==> src/rtl/cv32e40s_pkg.sv <==
// Shared types for the bit iterator.
package cv32e40s_pkg;

    // Bit iterator control state
    typedef enum logic {
        IDLE = 1'b0,
        ITER = 1'b1
    } bit_iter_state_e;

endpackage

==> src/rtl/cv32e40s_ff_one.sv <==
// Find-first-one: index of the lowest set bit of in_i, plus an empty flag.
module cv32e40s_ff_one
    import cv32e40s_pkg::*;
#(
    parameter int unsigned LEN = 32
) (
    input  logic [LEN-1:0]         in_i,
    output logic [$clog2(LEN)-1:0] first_one_o,
    output logic                   no_ones_o
);

    localparam int unsigned IW = $clog2(LEN);

    // Scan from the top down so the lowest set index wins
    always_comb begin
        first_one_o = '0;
        for (int i = LEN - 1; i >= 0; i--) begin
            if (in_i[i]) begin
                first_one_o = IW'(i);
            end
        end
    end

    assign no_ones_o = ~|in_i;

endmodule

==> src/rtl/cv32e40s_bit_iter.sv <==
// Emits the indices of the set bits of an accepted vector, one per handshake.
// RR=0 walks lowest-first; RR=1 resumes the search after the last emitted index.
module cv32e40s_bit_iter
    import cv32e40s_pkg::*;
#(
    parameter int unsigned LEN = 32,
    parameter int unsigned RR  = 0
) (
    input  logic                   clk,
    input  logic                   rst_n,
    input  logic                   in_valid_i,
    output logic                   in_ready_o,
    input  logic [LEN-1:0]         in_vec_i,
    input  logic                   kill_i,
    output logic                   out_valid_o,
    input  logic                   out_ready_i,
    output logic [$clog2(LEN)-1:0] out_idx_o,
    output logic                   out_last_o,
    output logic                   busy_o
);

    localparam int unsigned IW = $clog2(LEN);

    bit_iter_state_e state_q;
    logic [LEN-1:0]  vec_q;
    logic [IW-1:0]   ptr_q;

    logic [IW-1:0]   full_idx;
    logic            full_empty;
    logic [IW-1:0]   masked_idx;
    logic            masked_hit;
    logic [IW-1:0]   sel_idx;
    logic [LEN-1:0]  idx_onehot;
    logic [IW-1:0]   next_ptr;

    // Lowest set bit over the whole vector
    cv32e40s_ff_one #(
        .LEN (LEN)
    ) u_ff_full (
        .in_i        (vec_q),
        .first_one_o (full_idx),
        .no_ones_o   (full_empty)
    );

    generate
        if (RR != 0) begin : g_rr
            logic [LEN-1:0] ge_mask;
            logic [LEN-1:0] masked_vec;
            logic           masked_empty;

            // Keep only indices at or above the round-robin pointer
            always_comb begin
                ge_mask = '0;
                for (int i = 0; i < LEN; i++) begin
                    ge_mask[i] = ($unsigned(i) >= 32'(ptr_q));
                end
            end

            assign masked_vec = vec_q & ge_mask;

            cv32e40s_ff_one #(
                .LEN (LEN)
            ) u_ff_masked (
                .in_i        (masked_vec),
                .first_one_o (masked_idx),
                .no_ones_o   (masked_empty)
            );

            assign masked_hit = ~masked_empty;
        end else begin : g_lof
            // Pointer is held at zero and plays no part in the search here
            logic ptr_unused;
            assign ptr_unused = ^ptr_q;
            assign masked_idx = '0;
            assign masked_hit = 1'b0;
        end
    endgenerate

    // Prefer the hit above the pointer, else wrap to the overall lowest
    assign sel_idx    = masked_hit ? masked_idx : full_idx;
    assign idx_onehot = LEN'(1) << sel_idx;
    assign next_ptr   = (sel_idx == IW'(LEN - 1)) ? '0 : sel_idx + IW'(1);

    // Control state, remaining bits and round-robin pointer
    always_ff @(posedge clk) begin
        if (!rst_n) begin
            state_q <= IDLE;
            vec_q   <= '0;
            ptr_q   <= '0;
        end else begin
            unique case (state_q)
                IDLE: begin
                    // An all-zero vector is consumed without leaving IDLE
                    if (in_valid_i && (in_vec_i != '0)) begin
                        vec_q   <= in_vec_i;
                        state_q <= ITER;
                    end
                end
                ITER: begin
                    // A handshake coincident with kill still advances the pointer
                    if (out_ready_i && (RR != 0)) begin
                        ptr_q <= next_ptr;
                    end
                    if (kill_i) begin
                        vec_q   <= '0;
                        state_q <= IDLE;
                    end else if (out_ready_i) begin
                        vec_q <= vec_q & ~idx_onehot;
                        if (out_last_o) begin
                            state_q <= IDLE;
                        end
                    end
                end
            endcase
        end
    end

    assign in_ready_o  = (state_q == IDLE);
    assign out_valid_o = (state_q == ITER);
    assign busy_o      = (state_q == ITER);
    assign out_idx_o   = sel_idx;
    assign out_last_o  = ~full_empty & ~|(vec_q & (vec_q - LEN'(1)));

endmodule

==> config.mk <==
export PLATFORM = sky130hd
export DESIGN_NAME = cv32e40s_bit_iter
export DESIGN_NICKNAME = d
export VERILOG_FILES = /design/src/rtl/cv32e40s_pkg.sv /design/src/rtl/cv32e40s_ff_one.sv /design/src/rtl/cv32e40s_bit_iter.sv
export SDC_FILE = /design/constraint.sdc
export NUM_CORES = 1
export LEC_CHECK = 0
export CORE_ASPECT_RATIO = 1.2
export CORE_MARGIN = 2
export CORE_UTILIZATION = 48
export DETAILED_ROUTE_END_ITERATION = 10
export GPL_TIMING_DRIVEN = 0
export PLACE_DENSITY_LB_ADDON = 0.3
export SLEW_MARGIN = 20
export SYNTH_ARGS = -nofsm -noshare
export SYNTH_HDL_FRONTEND = slang
export SYNTH_SLANG_ARGS = --single-unit
export TNS_END_PERCENT = 30
==> constraint.sdc <==
create_clock -name clk -period 2.3 [get_ports clk]
set_input_delay 0.23 -clock clk [delete_from_list [all_inputs] [get_ports clk]]
set_output_delay 0.23 -clock clk [all_outputs]
set_load 0.005 [all_outputs]
# [Word level (Yosys, flattened, before mapping)]
# Cells that the tools add are included.
[totals] in_bits=37 register_bits=33 elab_cells=58
[classes] shifts=1 add_sub_neg=1 bitwise=5 n_reduce_logical=6 eq_ne=2 mux=41
[op_table] operator="$mux 5" n=32
[op_table] operator="$mux 32" n=3
[op_table] operator="$and 32x32->32" n=2
[op_table] operator="$pmux 32 s2" n=1
[op_table] operator="$reduce_or 32->1" n=2
[op_table] operator="$not 32->32" n=1
[op_table] operator="$reduce_bool 32->1" n=1
[op_table] operator="$shl 1x5->32 const A" n=1
[op_table] operator="$sub 32x1->32 const B" n=1
[op_table] operator="$mux 1" n=4
[op_table] operator="$ne 3x3->1 const B" n=1
[op_table] operator="$ne 2x1->1 const B" n=1
[op_table] operator="$pmux 1 s2" n=1
[op_table] operator="$reduce_and 2->1" n=1
[op_table] operator="$and 1x1->1" n=1
[op_table] operator="$logic_and 1x1->1" n=1
[op_table] operator="$logic_not 1->1" n=1
[op_table] operator="$not 1->1" n=1

# [Logic depth before layout (Yosys ltp)]
[logic_depth] word_depth=38 depth_mapped=9 depth_no_buf=8

# [Modules after synthesis]
# From an unflattened synthesis, not the netlist that was laid out.
[unflattened] hier_cells=339 hier_area_um2=2453.6
[by_module_without_submodules] mod="cv32e40s_bit_iter" area_per_inst_um2=2068.2 n_inst=1 cells_per_inst=274
[by_module_without_submodules] mod="cv32e40s_ff_one" area_per_inst_um2=385.4 n_inst=1 cells_per_inst=65

# [Worst setup path after synthesis]
# No wires, ideal clock.
[synth_timing] kind="register -> register" start="reg vec_q[29]" end="reg vec_q[19]" path_stages_with_launch=10 slack_ps=53 path_buffers=1 arrival_ps=2131 period_less_slack_ps=2247 path_cell_list="dfxtp_1 > buf_6 > or4_4 > a311o_1 > o211ai_1 > a21o_4 > inv_4 > nor4_4 > o21ai_1 > a22o_1"
[synth_via] elab_chain_cells=36
[synth_rtl] element="from (decl)" line_no="cv32e40s_bit_iter.sv:25" text="logic [LEN-1:0] vec_q;"
[synth_rtl] element="from (signal assigned)" line_no="cv32e40s_bit_iter.sv:95" text="vec_q <= in_vec_i;"
[synth_rtl] element="from (signal assigned)" line_no="cv32e40s_bit_iter.sv:108" text="vec_q <= vec_q & ~idx_onehot;"
[synth_rtl] element="$mux 5 (30 in a row)" line_no="cv32e40s_ff_one.sv:18" text="if (in_i[i]) begin"
[synth_rtl] element="named net out_idx_o[2]" line_no="cv32e40s_bit_iter.sv:17" text="output logic [$clog2(LEN)-1:0] out_idx_o,"
[synth_rtl] element="$shl 1x5->32" line_no="cv32e40s_bit_iter.sv:81" text="assign idx_onehot = LEN'(1) << sel_idx;"
[synth_rtl] element="$not 32->32" line_no="cv32e40s_bit_iter.sv:108"
[synth_rtl] element="$and 32x32->32" line_no="cv32e40s_bit_iter.sv:108"
[synth_rtl] element="$mux 32" line_no="cv32e40s_bit_iter.sv:107" text="end else if (out_ready_i) begin"
[synth_rtl] element="$mux 32" line_no="cv32e40s_bit_iter.sv:104" text="if (kill_i) begin"
[synth_rtl] element="$pmux 32 s2" line_no="cv32e40s_bit_iter.sv:91" text="unique case (state_q)"
# The timed path passes the listed nets, and every way through them passes these cells. The select of a mux whose other input is x is not followed.
# A chain may end at the register's enable or synchronous reset.

# [Worst setup path in the final report]
[layout_timing] start="reg vec_q[2]" end="out out_last_o"
[layout_via] elab_chain_cells=5
[layout_rtl] element="$sub 32x1->32" line_no="cv32e40s_bit_iter.sv:122" text="assign out_last_o = ~full_empty & ~|(vec_q & (vec_q - LEN'(1)));"
[layout_rtl] element="$and 32x32->32" line_no="cv32e40s_bit_iter.sv:122"
[layout_rtl] element="$reduce_or 32->1" line_no="cv32e40s_bit_iter.sv:122"
[layout_rtl] element="$logic_not 1->1" line_no="cv32e40s_bit_iter.sv:122"
[layout_rtl] element="$and 1x1->1 *" line_no="cv32e40s_bit_iter.sv:122"
[layout_rtl] element="to (decl)" line_no="cv32e40s_bit_iter.sv:18" text="output logic out_last_o,"
# Every way passes the cells marked *; elsewhere a longest branch is shown, timed or not.

==> results by group <==
Place
  • Gpl congestion: 0.969
  • Hpwl dp: 6.90 mm
  • I/O Buffers: 44

Setup path
  • Critical path class: reg2out
  • R2R Path Start: vec_q[12]
  • Crit path cell chain: buf_4 -> nor2_1 -> nand2_1 -> a2111oi_0 -> a21oi_1 -> o21ai_1 -> o211ai_1 -> nor3_1 -> buf_2
  • Crit start category: flip-flop
  • CP required: 2.07 ns
  • CP delay by family, top: compound AO/OA/AOI/OAI gates
  • Critical path origin: vec_q[2]
  • Critical Path Fanout Max: 7
  • Crit path capture type: output port
  • Max stage delay on crit path: 0.41 ns
  • Worst Path Arrival: 2.42 ns
  • Crit path max-delay cell type: a2111oi_0
  • Worst path buffer plus inverter count: 2

Die
  • Die height: 83.7 µm
  • Die Area: 5900 µm²
  • FP Rows: 29
  • Core footprint: 5190 µm²
  • Top Ports: 46
  • Starting Density: 49.0%
  • Die Span X: 70.5 µm

CTS
  • CTS sink cnt: 33
  • Post-CTS Hold Fix Bufs: 0
  • Clk slew on worst S/H paths: 0.08 ns
  • Clk_lat worst skew: 0.30 ns
  • TritonCTS clock tree: done
  • CTS Root Cell: clkbuf_8
  • CTS Buf Count: 5
  • Clock buffer depth: 2
  • H-tree depth: 2

Timing
  • Hold Vio Cnt, Final: 0
  • Fin crit period: 2.65 ns
  • Final worst-path cycle share: 115%
  • RSZ-0062 raised after global routing: true
  • Fin Hold WS: 0.507 ns
  • Setup Viol. Count Final: 25
  • Fmax: 377 MHz
  • Worst Slack Setup Final: -0.353 ns
  • Final Max Slew Viols: 0
  • Worst slew pin tran: 0.558 ns
  • Setup Skew: 0.0140 ns
  • Rel. slew slack: 62.6%

Yosys
  • Top FF cell, synth: dfxtp_1
  • Register area share after synthesis: 26.0%
  • FFs w/ async S/R, synth: 0%
  • Synth warnings: 0
  • Post-Syn Nets: 375
  • Synthesized area: 2540 µm²
  • Synth area leaders: dfxtp_1 (26%), a21oi_1 (5.7%), o21ai_0 (4.9%), nand2_1 (4.7%), nor2_1 (4.6%)
  • Number of synthesized flops with an enable pin: 0
  • Mapped Cells: 338
  • Synth Register Bits: 33
  • Area share of the leading cell type in the synthesized netlist: 26.0%
  • Synth area leader: dfxtp_1
  • Yosys cell types: 66
  • Average size of a mapped cell: 7.53 µm²

Global route
  • Pin count of the biggest net entering global routing: 11
  • Global-route wire length before repair: 15.5 mm
  • Vias in the first global route: 2939
  • Total global routing overflow: 0
  • All-Layer GR Usage: 33.5%
  • Initial antenna violation count: 0

Route
  • 1st-iter DRT viols: 423
  • Drt wl/cell: 22.1 µm
  • Via/cell ratio: 6.96
  • Via count: 3336
  • # DRC: 0
  • First-pass DRT Iterations: 5
  • Final antenna-violating net count: 0
  • Routed wire length: 10.6 mm

Final layout
  • P&R area growth vs syn: 52.4%
  • Nets: 453
  • Layout cells sized above 1: 37.4%
  • # diodes: 0

Status
  • Failing checks: setup timing
  • Outcome: finished, violations left

Pwr
  • Total power: 0.00251 W
  • PwrDens: 647 nW/µm²
  • Max VDD drop: 0.463 mV
  • Leak pwr: 1.41 nW

Flow run
  • Max-cap check violation count: 0

Hold path
  • Min-Delay Path Class: in2reg
  • Hold_sp: rst_n
[kinds of logic after synthesis]
group	count (synthesis)	share of synthesized area [%]
fa+ha+maj	3	1.18
compound gates	132	37.8
flops	33	26.0
mux	1	0.394
simple gates	132	27.8
xor+xnor	1	0.344
buf+inv	36	6.54
[worst paths after layout]
check | endpoint | slack [ns] | cells past startpoint
setup / recovery | out_last_o | -0.35 | 9
hold / removal | vec_q[16] | 0.51 | 2
setup reg to reg | vec_q[11] | -0.19 | 10
hold reg to reg | vec_q[31] | 0.54 | 1
[report_power, final]
group / internal (W) / total [W] / switching (W)
clock: 0.000210 / 0.000437 / 0.000227
combinational: 0.000610 / 0.00132 / 0.000710
sequential: 0.000626 / 0.000752 / 0.000126
total: 0.00145 / 0.00251 / 0.00106
[cell usage in the layout, fill, tap and decap left out, types with 5 or more instances in the layout]
cell type | netlist | layout
nor4_2 | 1 | 8
or4_4 | 3 | 6
inv_1 | 10 | 10
buf_4 | 1 | 35
o21a_1 | 6 | 6
buf_2 | 7 | 5
nand2_1 | 32 | 29
clkbuf_1 | 14 | 5
and3_1 | 6 | 6
nor4_4 | 2 | 10
nor2_1 | 31 | 28
o211ai_1 | 9 | 9
clkdlybuf4s50_1 | 0 | 38
a22o_1 | 11 | 11
dfxtp_2 | 0 | 18
clkbuf_8 | 0 | 6
o21ai_2 | 0 | 5
nor3_1 | 18 | 13
buf_6 | 2 | 7
a21oi_1 | 29 | 21
a22oi_1 | 6 | 6
a21oi_2 | 0 | 6
o21ai_0 | 25 | 15
dfxtp_1 | 33 | 7
dfxtp_4 | 0 | 8
o21ai_1 | 4 | 9
[cell usage after synthesis (3+ instances only)]
library cell  number
o21ai_1            4
buf_2              7
nand2b_1           3
nand4_1            4
a32oi_1            3
a22oi_1            6
o21ai_0           25
nor2b_1            3
a21oi_1           29
nor3_1            18
a32o_1             3
or4_4              3
a22o_1            11
nor2_1            31
o21a_1             6
inv_1             10
clkbuf_1          14
and3_1             6
dfxtp_1           33
nor4_1            18
maj3_1             3
nand2_1           32
o211ai_1           9
o22ai_1            6
or4_1              4
[registers in the layout (all words and copies together) (netlist names)]
name    flops
vec_q      32
busy_o      1
[through the flow]
step / instance area (µm²) / util (%) / setup WS (ns) / std cells / TNS (ns)
floorplan: 2540 / - / 0.0527 / 338 / 0
global placement: 3060 / 59.0 / -0.712 / 444 / -17.48
detailed placement: 3060 / 59.0 / -0.759 / 444 / -19.73
CTS: 3580 / 69.0 / -0.302 / 465 / -1.50
global route: 3880 / 74.7 / -0.435 / 479 / -4.02
finish: 3880 / 74.7 / -0.353 / 479 / -2.51
[final cells by class]
type / count / area (µm²)
plain buffers: 13 / 92.6
fillers: 382 / 1310
well taps: 62 / 77.6
clock inverters: 2 / 10.0
clock buffers: 6 / 72.6
repair buffers: 83 / 737
flip-flops and latches: 33 / 713
multi-input cells: 269 / 2130
inverters: 11 / 48.8
[metal layers]
layer  GRT usage (%)  vias up  wire length, µm
met5               0        -                0
met4            16.1        0              410
met3            4.95       37              985
met2            55.0      234             5260
met1            42.5     1593             3950
li1                -     1472                -
[what timing repair did]
action,CTS,global route
setup endpoints to repair,39,34
gates cloned,0,0
buffers inserted,23,18
pin swaps,27,34
gates resized for setup,91,56
Power figures use the tool's default switching activity.
